### config.mk
export PLATFORM = sky130hd
export DESIGN_NAME = jk_excitation_counter
export DESIGN_NICKNAME = d
export VERILOG_FILES = /design/src/rtl/jk_pkg.sv /design/src/rtl/jk_excitation_encoder.sv /design/src/rtl/jk_excitation_counter.sv
export SDC_FILE = /design/constraint.sdc
export NUM_CORES = 1
export LEC_CHECK = 0
export ABC_AREA = 0
export BUFFER_PORTS_ARGS = -buffer_cell sky130_fd_sc_hd__buf_2
export CORE_UTILIZATION = 45
export CTS_BUF_LIST = sky130_fd_sc_hd__clkbuf_8
export DETAILED_ROUTE_END_ITERATION = 6
export GPL_ROUTABILITY_DRIVEN = 0
export PLACE_DENSITY = 0.71
export SLEW_MARGIN = 20
export SYNTH_ARGS = -nofsm -noshare
export SYNTH_HDL_FRONTEND = slang
export SYNTH_SLANG_ARGS = --single-unit
### constraint.sdc
create_clock -name CLK -period 2.55 [get_ports CLK]
set_input_delay 0.1275 -clock CLK [delete_from_list [all_inputs] [get_ports CLK]]
set_output_delay 0.1275 -clock CLK [all_outputs]
set_load 0.005 [all_outputs]
### src/rtl/jk_pkg.sv
// Shared JK flip-flop definitions.
// Two helpers live here:
//   jk_apply  - evaluates one JK cell: (current q, command) -> next q.
//   jk_excite - the inverse, the excitation table: (current q, wanted q) -> command.
// Don't-cares in the excitation table always resolve to HOLD, so JK_TOG is never produced.
package jk_pkg;

    typedef enum logic [1:0] {
        JK_HOLD = 2'b00,
        JK_CLR  = 2'b01,
        JK_SET  = 2'b10,
        JK_TOG  = 2'b11
    } jk_cmd_t;

    function automatic logic jk_apply(input logic q, input jk_cmd_t cmd);
        logic q_next;
        case (cmd)
            JK_HOLD: q_next = q;
            JK_CLR:  q_next = 1'b0;
            JK_SET:  q_next = 1'b1;
            default: q_next = ~q;
        endcase
        return q_next;
    endfunction

    function automatic jk_cmd_t jk_excite(input logic q, input logic q_next);
        jk_cmd_t cmd;
        case ({q, q_next})
            2'b01:   cmd = JK_SET;
            2'b10:   cmd = JK_CLR;
            default: cmd = JK_HOLD;
        endcase
        return cmd;
    endfunction

endpackage

### src/rtl/jk_excitation_encoder.sv
// Purely combinational JK excitation encoder.
// For each bit it picks the J/K drive that moves Q[i] to nxt[i].
// Ports:
//   Q   [WIDTH-1:0] in  - current state
//   nxt [WIDTH-1:0] in  - wanted next state
//   J   [WIDTH-1:0] out - per-bit J drive
//   K   [WIDTH-1:0] out - per-bit K drive
module jk_excitation_encoder #(
    parameter int WIDTH = 4
) (
    input  logic [WIDTH-1:0] Q,
    input  logic [WIDTH-1:0] nxt,
    output logic [WIDTH-1:0] J,
    output logic [WIDTH-1:0] K
);
    import jk_pkg::*;

    for (genvar i = 0; i < WIDTH; i++) begin : g_bit
        jk_cmd_t cmd;
        assign cmd  = jk_excite(Q[i], nxt[i]);
        assign J[i] = cmd[1];
        assign K[i] = cmd[0];
    end

endmodule

### src/rtl/jk_excitation_counter.sv
// Mod-MODULUS up/down counter whose state is held in a bank of JK cells.
// Ports:
//   CLK     in  - rising-edge clock
//   not_RST in  - asynchronous, active-low reset (Q -> 0)
//   EN      in  - count enable
//   UP      in  - 1 = increment, 0 = decrement
//   LOAD    in  - synchronous load of D, clamped to MODULUS-1; overrides EN
//   D       in  - load value
//   Q       out - registered count
//   J, K    out - per-bit JK drive for the pending transition (combinational)
//   TC      out - terminal count: high in the cycle before a wrap (combinational)
module jk_excitation_counter #(
    parameter int WIDTH   = 4,
    parameter int MODULUS = 10
) (
    input  logic             CLK,
    input  logic             not_RST,
    input  logic             EN,
    input  logic             UP,
    input  logic             LOAD,
    input  logic [WIDTH-1:0] D,
    output logic [WIDTH-1:0] Q,
    output logic [WIDTH-1:0] J,
    output logic [WIDTH-1:0] K,
    output logic             TC
);
    import jk_pkg::*;

    if (MODULUS < 2 || MODULUS > (2 ** WIDTH)) begin : g_bad_modulus
        $error("jk_excitation_counter: MODULUS must lie in 2..2**WIDTH");
    end

    localparam logic [WIDTH-1:0] MAX_CODE = WIDTH'(MODULUS - 1);

    logic [WIDTH-1:0] q_q;
    logic [WIDTH-1:0] q_d;
    logic [WIDTH-1:0] nxt;

    // Unused codes above MAX_CODE only arise through corruption.
    // Counting up from one wraps to 0, and counting down saturates at MAX_CODE.
    always_comb begin
        nxt = q_q;
        if (LOAD) begin
            nxt = (D > MAX_CODE) ? MAX_CODE : D;
        end else if (EN) begin
            if (UP) begin
                nxt = (q_q >= MAX_CODE) ? '0 : q_q + WIDTH'(1);
            end else if (q_q == '0) begin
                nxt = MAX_CODE;
            end else if ((q_q - WIDTH'(1)) > MAX_CODE) begin
                nxt = MAX_CODE;
            end else begin
                nxt = q_q - WIDTH'(1);
            end
        end
    end

    jk_excitation_encoder #(
        .WIDTH (WIDTH)
    ) u_encoder (
        .Q   (q_q),
        .nxt (nxt),
        .J   (J),
        .K   (K)
    );

    // The state bank really evaluates each bit as a JK cell driven by the exported J/K.
    // That keeps the register honest to the drive seen by external discrete flip-flops.
    always_comb begin
        q_d = q_q;
        for (int i = 0; i < WIDTH; i++) begin
            q_d[i] = jk_apply(q_q[i], jk_cmd_t'({J[i], K[i]}));
        end
    end

    always_ff @(posedge CLK or negedge not_RST) begin
        if (!not_RST) begin
            q_q <= '0;
        end else begin
            q_q <= q_d;
        end
    end

    assign Q  = q_q;
    assign TC = EN & ~LOAD & ((UP & (q_q == MAX_CODE)) | (~UP & (q_q == '0)));

endmodule

---- After elaboration in Yosys (flattened, before gate mapping) ----
Cells that the tools add are included.
storage, ports and cells
  register bits after elaboration ......... 4
  bits of input ports ..................... 9
  output and inout port bits .............. 13
  word-level logic and storage cells ...... 57
operators by class
  add/subtract/negate cells ............... 2
  magnitude comparators ................... 3
  eq/ne operators ......................... 17
  multiplexer cells ....................... 15
  bitwise gates (word level) .............. 11
  reductions and logical operators ........ 5
operators with widths
  kind                                                                   count
  4-bit two-way mux                                                      7
  2-bit by 1-bit equality test with 1-bit output, second input constant  8
  2-bit equality test, second input constant                             8
  2-bit case mux with 2 select lines                                     4
  1-bit case mux with 3 select lines                                     4
  4-bit > comparator, second input constant                              2
  2-bit logical NOT                                                      4
  1-bit NOT                                                              6
  4-bit by 1-bit adder with 4-bit output, second input constant          1
  1-bit bitwise AND                                                      4
  4-bit equality test, second input constant                             1
  4-bit greater-or-equal comparator, second input constant               1
  4-bit logical NOT                                                      1
  4-bit by 1-bit subtractor with 4-bit output, second input constant     1
  1-bit bitwise OR                                                       1

---- Logic depth before layout (Yosys ltp) ----
  depth in word-level cells ............... 11
  depth in mapped cells ................... 10

---- By module ----
From an unflattened synthesis, not the netlist that was laid out.
unflattened totals
  cell total of the unflattened synthesis .. 101
  area, all modules ....................... 768.2 um^2
by module, submodules not included
  module                 instances  cells an instance  area each (um^2)  seq. area each (um^2)
  jk_excitation_counter  1          93                 698.2             100.1
  jk_excitation_encoder  1          8                  70.1              0.0

---- Worst setup path after synthesis ----
No wires, ideal clock.
  path type ............................... reg-to-reg
  from .................................... register q_q[0] (netlist: Q[0])
  to ...................................... register q_q[0] (netlist: Q[0])
  arrival time ............................ 2.234 ns
  setup slack ............................. 0.186 ns
  cell stages (with the launch flop) ...... 11
  path buffers ............................ 1
  period minus slack after synthesis ...... 2.364 ns
  cells stage by stage .................... dfrtp_1 > buf_6 > inv_1 > ha_1 > or3b_4 > and4_4 > o21bai_2 > and3_1 > ha_1 > nor3_1 > a21oi_1
on the way
  longest elaborated chain between the ends .. 11
RTL lines
  what                                                                                   line                                                      RTL
  start, declared                                                                        jk_excitation_counter.sv:35                               logic [WIDTH-1:0] q_q;
  start signal, assigned                                                                 jk_excitation_counter.sv:80                               q_q <= q_d;
  4-bit by 1-bit subtractor with 4-bit output                                            jk_excitation_counter.sv:50, jk_excitation_counter.sv:53
  4-bit > comparator                                                                     jk_excitation_counter.sv:50                               end else if ((q_q - WIDTH'(1)) > MAX_CODE) begin
  4-bit two-way mux                                                                      jk_excitation_counter.sv:50
  4-bit two-way mux                                                                      jk_excitation_counter.sv:48                               end else if (q_q == '0) begin
  4-bit two-way mux                                                                      jk_excitation_counter.sv:46                               if (UP) begin
  4-bit two-way mux                                                                      jk_excitation_counter.sv:45                               end else if (EN) begin
  4-bit two-way mux                                                                      jk_excitation_counter.sv:43                               if (LOAD) begin
  2-bit equality test or 2-bit by 1-bit equality test with 1-bit output (tied branches)  jk_pkg.sv:28                                              case ({q, q_next})
  2-bit case mux with 2 select lines                                                     jk_pkg.sv:28
  2-bit equality test (tied with other cells)                                            jk_pkg.sv:17                                              case (cmd)
  1-bit case mux with 3 select lines                                                     jk_pkg.sv:17
Several ways; a longest one is shown, not always the timed one.
A chain may end at the register's enable or synchronous reset.

---- Worst setup path in the final report ----
  from .................................... register q_q[1] (netlist: Q[1])
  to ...................................... output J[0]
on the way
  longest elaborated chain between the ends .. 9
RTL lines
  what                                                                                   line                         RTL
  4-bit by 1-bit subtractor with 4-bit output                                            jk_excitation_counter.sv:50
  4-bit > comparator                                                                     jk_excitation_counter.sv:50
  4-bit two-way mux                                                                      jk_excitation_counter.sv:50
  4-bit two-way mux                                                                      jk_excitation_counter.sv:48
  4-bit two-way mux *                                                                    jk_excitation_counter.sv:46
  4-bit two-way mux *                                                                    jk_excitation_counter.sv:45
  4-bit two-way mux *                                                                    jk_excitation_counter.sv:43
  2-bit equality test or 2-bit by 1-bit equality test with 1-bit output (tied branches)  jk_pkg.sv:28
  2-bit case mux with 2 select lines *                                                   jk_pkg.sv:28
  end, declared                                                                          jk_excitation_counter.sv:23  output logic [WIDTH-1:0] J,
Mark *: on every way between the ends. The rest lies on a longest branch, timed or not.

==> impl_metrics.csv <==
group,metric,value,unit
power_and_ir_drop,p_sw,499,µW
power_and_ir_drop,swShare,48.3,%
placed_design,dp_cells,125,
clock_network,clockBufferDepth,2,
critical_path,worst-r2r-cell-count,9,
grt,track_usage,21.5,%
timing,worst_slew_pin_slew,0.456,ns
yosys,synth_seq_area_share,13.0,%
yosys,synth_fp_nets,117,
timing,setup_tns,0,ns
timing,whs,0.248,ns
hold_path,hp-class,"input port to async pin",
layout,final_cell_mix,"21 x buf_2, 18 x ha_1, 8 x a21oi_1, 6 x nor3_1, 5 x nor2_1",
routing,avgRoutedWirePerCell,13.8,µm
yosys,async_flop_share,100,%
floorplanning,die_w,43.4,µm
run_status,run_status,"finished with violations",
grt,grt_max_degree,16,
layout,final_common_cell,"buf_2",
placed_design,hpwl,1380,µm
power_and_ir_drop,power_per_cell_area,1110,nW/µm²
timing,max_clock_freq,0.417,GHz
yosys,netlist_instances,90,
grt,grt_pass1_wl,3100,µm
timing,rsz0062_at_grt,"no",
yosys,synth_cell_types,39,
critical_path,cp_slowest_cell,"or3b_4",
power_and_ir_drop,power,1030,µW
run_status,violations,"DRC",
routing,drc_errors,2,
clock_network,clkLatencyLatePin,0.22,ns
routing,post_drt_via_cell_ratio,6.04,
clock_network,cts_tree,"done",
critical_path,r2r_setup_slack,0.23,ns
timing,setup_viol,0,
critical_path,critPathLaunchType,"register",
floorplanning,start_util,49.4,%
critical_path,arrival,2.27,ns
routing,antenna_left,0,
critical_path,cp_max_fo,7,
power_and_ir_drop,p_seq_share,17.3,%
power_and_ir_drop,p_int,533,µW
grt,grt_overflow,0,
timing,hold_violations,0,
yosys,synth_area,769,µm²
yosys,yosysWarnings,0,
critical_path,cpMostUsedCell,"ha_1",
grt,antenna_found_initial,0,
layout,layout-drive-gt1-share,30.1,%
floorplanning,die_h,43.4,µm
floorplanning,dieArea,1880,µm²
clock_network,cts_made_buffers,3,
run,cap_violations,0,
yosys,synth_edf_count,0,
layout,final_cells,129,
timing,slew_headroom,69.6,%
power_and_ir_drop,combPwrFrac,69.7,%
critical_path,setup.worst_path.class,"register to output port",
clock_network,clk_pin_slew,0.03,ns
clock_network,cts.sinks,4,
yosys,synth_ff_type,"dfrtp_1",
layout,diodes,0,
critical_path,max_stage_delay,0.43,ns
timing,drv_slew,0,
clock_network,h-tree-depth,1,
floorplanning,rows,14,
power_and_ir_drop,power.leakage,0.000478,µW
grt,first_global_vias,716,
routing,wl,1780,µm
timing,fin_skew,0.00110,ns
placed_design,place.port_buffers,21,
layout,area_delta_synth_final,20.8,%
power_and_ir_drop,ir_drop,0.000738,V
timing,fin_crit,2.40,ns
critical_path,path_cells,"inv_1 > ha_1 > or3b_4 > and4_4 > o21bai_2 > and3_1 > ha_1 > buf_2",
clock_network,cts_root_buf,"clkbuf_8",
yosys,syn_avg_cell_area,8.55,µm²
floorplanning,coreArea,1560,µm²
power_and_ir_drop,pwr-share-clk,13.0,%
critical_path,endpoint_kind,"output port",
routing,via_count,779,
floorplanning,ios,22,
layout,nets,142,
critical_path,cp.required,2.42,ns
layout,largest_reg_flops,4,
yosys,ys_seq_elements,4,
clock_network,cts_setup_buffers,0,
timing,finalCritPeriodShare,94.0,%
routing,first_pass_iters,6,
routing,drt_iter0_markers,39,
-- logic make-up after synthesis --
group | count (synthesis) | share of synthesized area, %
flops | 4 | 13.0
buf+inv | 10 | 7.48
xor+xnor | 2 | 2.28
compound gates | 26 | 24.6
simple gates | 29 | 22.0
mux | 1 | 1.46
fa+ha+maj | 18 | 29.3
-- worst max-delay path: cells and delay by family, from the launching register on --
family / cells / cell delay (ns)
DFF: 1 / 0.37
adders and majority gates: 2 / 0.44
AOI/OAI and AO/OA: 1 / 0.14
and+or+nand+nor: 3 / 0.80
buffers and inverters: 2 / 0.30
-- layout make-up --
cell class,count,area [µm²]
Fill cell,135,629
Tap cell,16,20.0
Multi-Input combinational cell,76,612
Sequential cell,4,100
Clock buffer,3,41.3
Inverter,5,18.8
Timing Repair Buffer,25,138
-- synthesized netlist by cell type (all sizes together) (2+ instances only) --
cell type | number | area, µm²
ha | 18 | 225
a21oi | 8 | 40.0
nor3 | 6 | 30.0
inv | 5 | 18.8
nor2 | 5 | 18.8
buf | 4 | 35.0
dfrtp | 4 | 100
o31a | 4 | 35.0
nand2 | 3 | 11.3
nand2b | 3 | 18.8
nand3 | 2 | 10.0
o21ai | 2 | 10.0
o31ai | 2 | 15.0
o32ai | 2 | 17.5
-- final timing paths --
kind / startpoint / endpoint
min in group CLK: LOAD / Q[3]
max in group asynchronous: not_RST / Q[1]
worst min register to register: Q[1] / Q[1]
worst max register to register: Q[1] / Q[0]
worst min-delay path: not_RST / Q[2]
worst max-delay path: Q[1] / J[0]
-- stage by stage --
stage | util [%] | setup WS, ns | instance area [µm²]
floorplan | - | 0.186 | 769
global placement | 56.3 | 0.263 | 878
global route | 59.6 | 0.0233 | 930
CTS | 59.6 | 0.0622 | 930
detailed placement | 56.3 | 0.175 | 878
finish | 59.6 | 0.153 | 930
-- power by group through the flow --
stage	sequential, µW	combinational (µW)	clock, µW
floorplan	152	541	0
global placement	173	690	0
detailed placement	177	704	0
CTS	176	723	136
global route	189	810	139
finish	179	719	134
-- layer usage --
layer	up-vias	track usage [%]	part of all wire [%]
met5	-	0	0
met4	0	9.38	1.3
met3	3	3.75	3.5
met2	23	36.4	48
met1	376	26.8	48
li1	377	-	-
-- what timing repair did --
item                                   in CTS  in global routing
hold buffers                                1                  0
gates resized for setup                     0                  1
endpoints found under the hold margin       4                  0
setup endpoints to repair                   0                  3
Note: power is estimated with default switching activity, not from simulation.
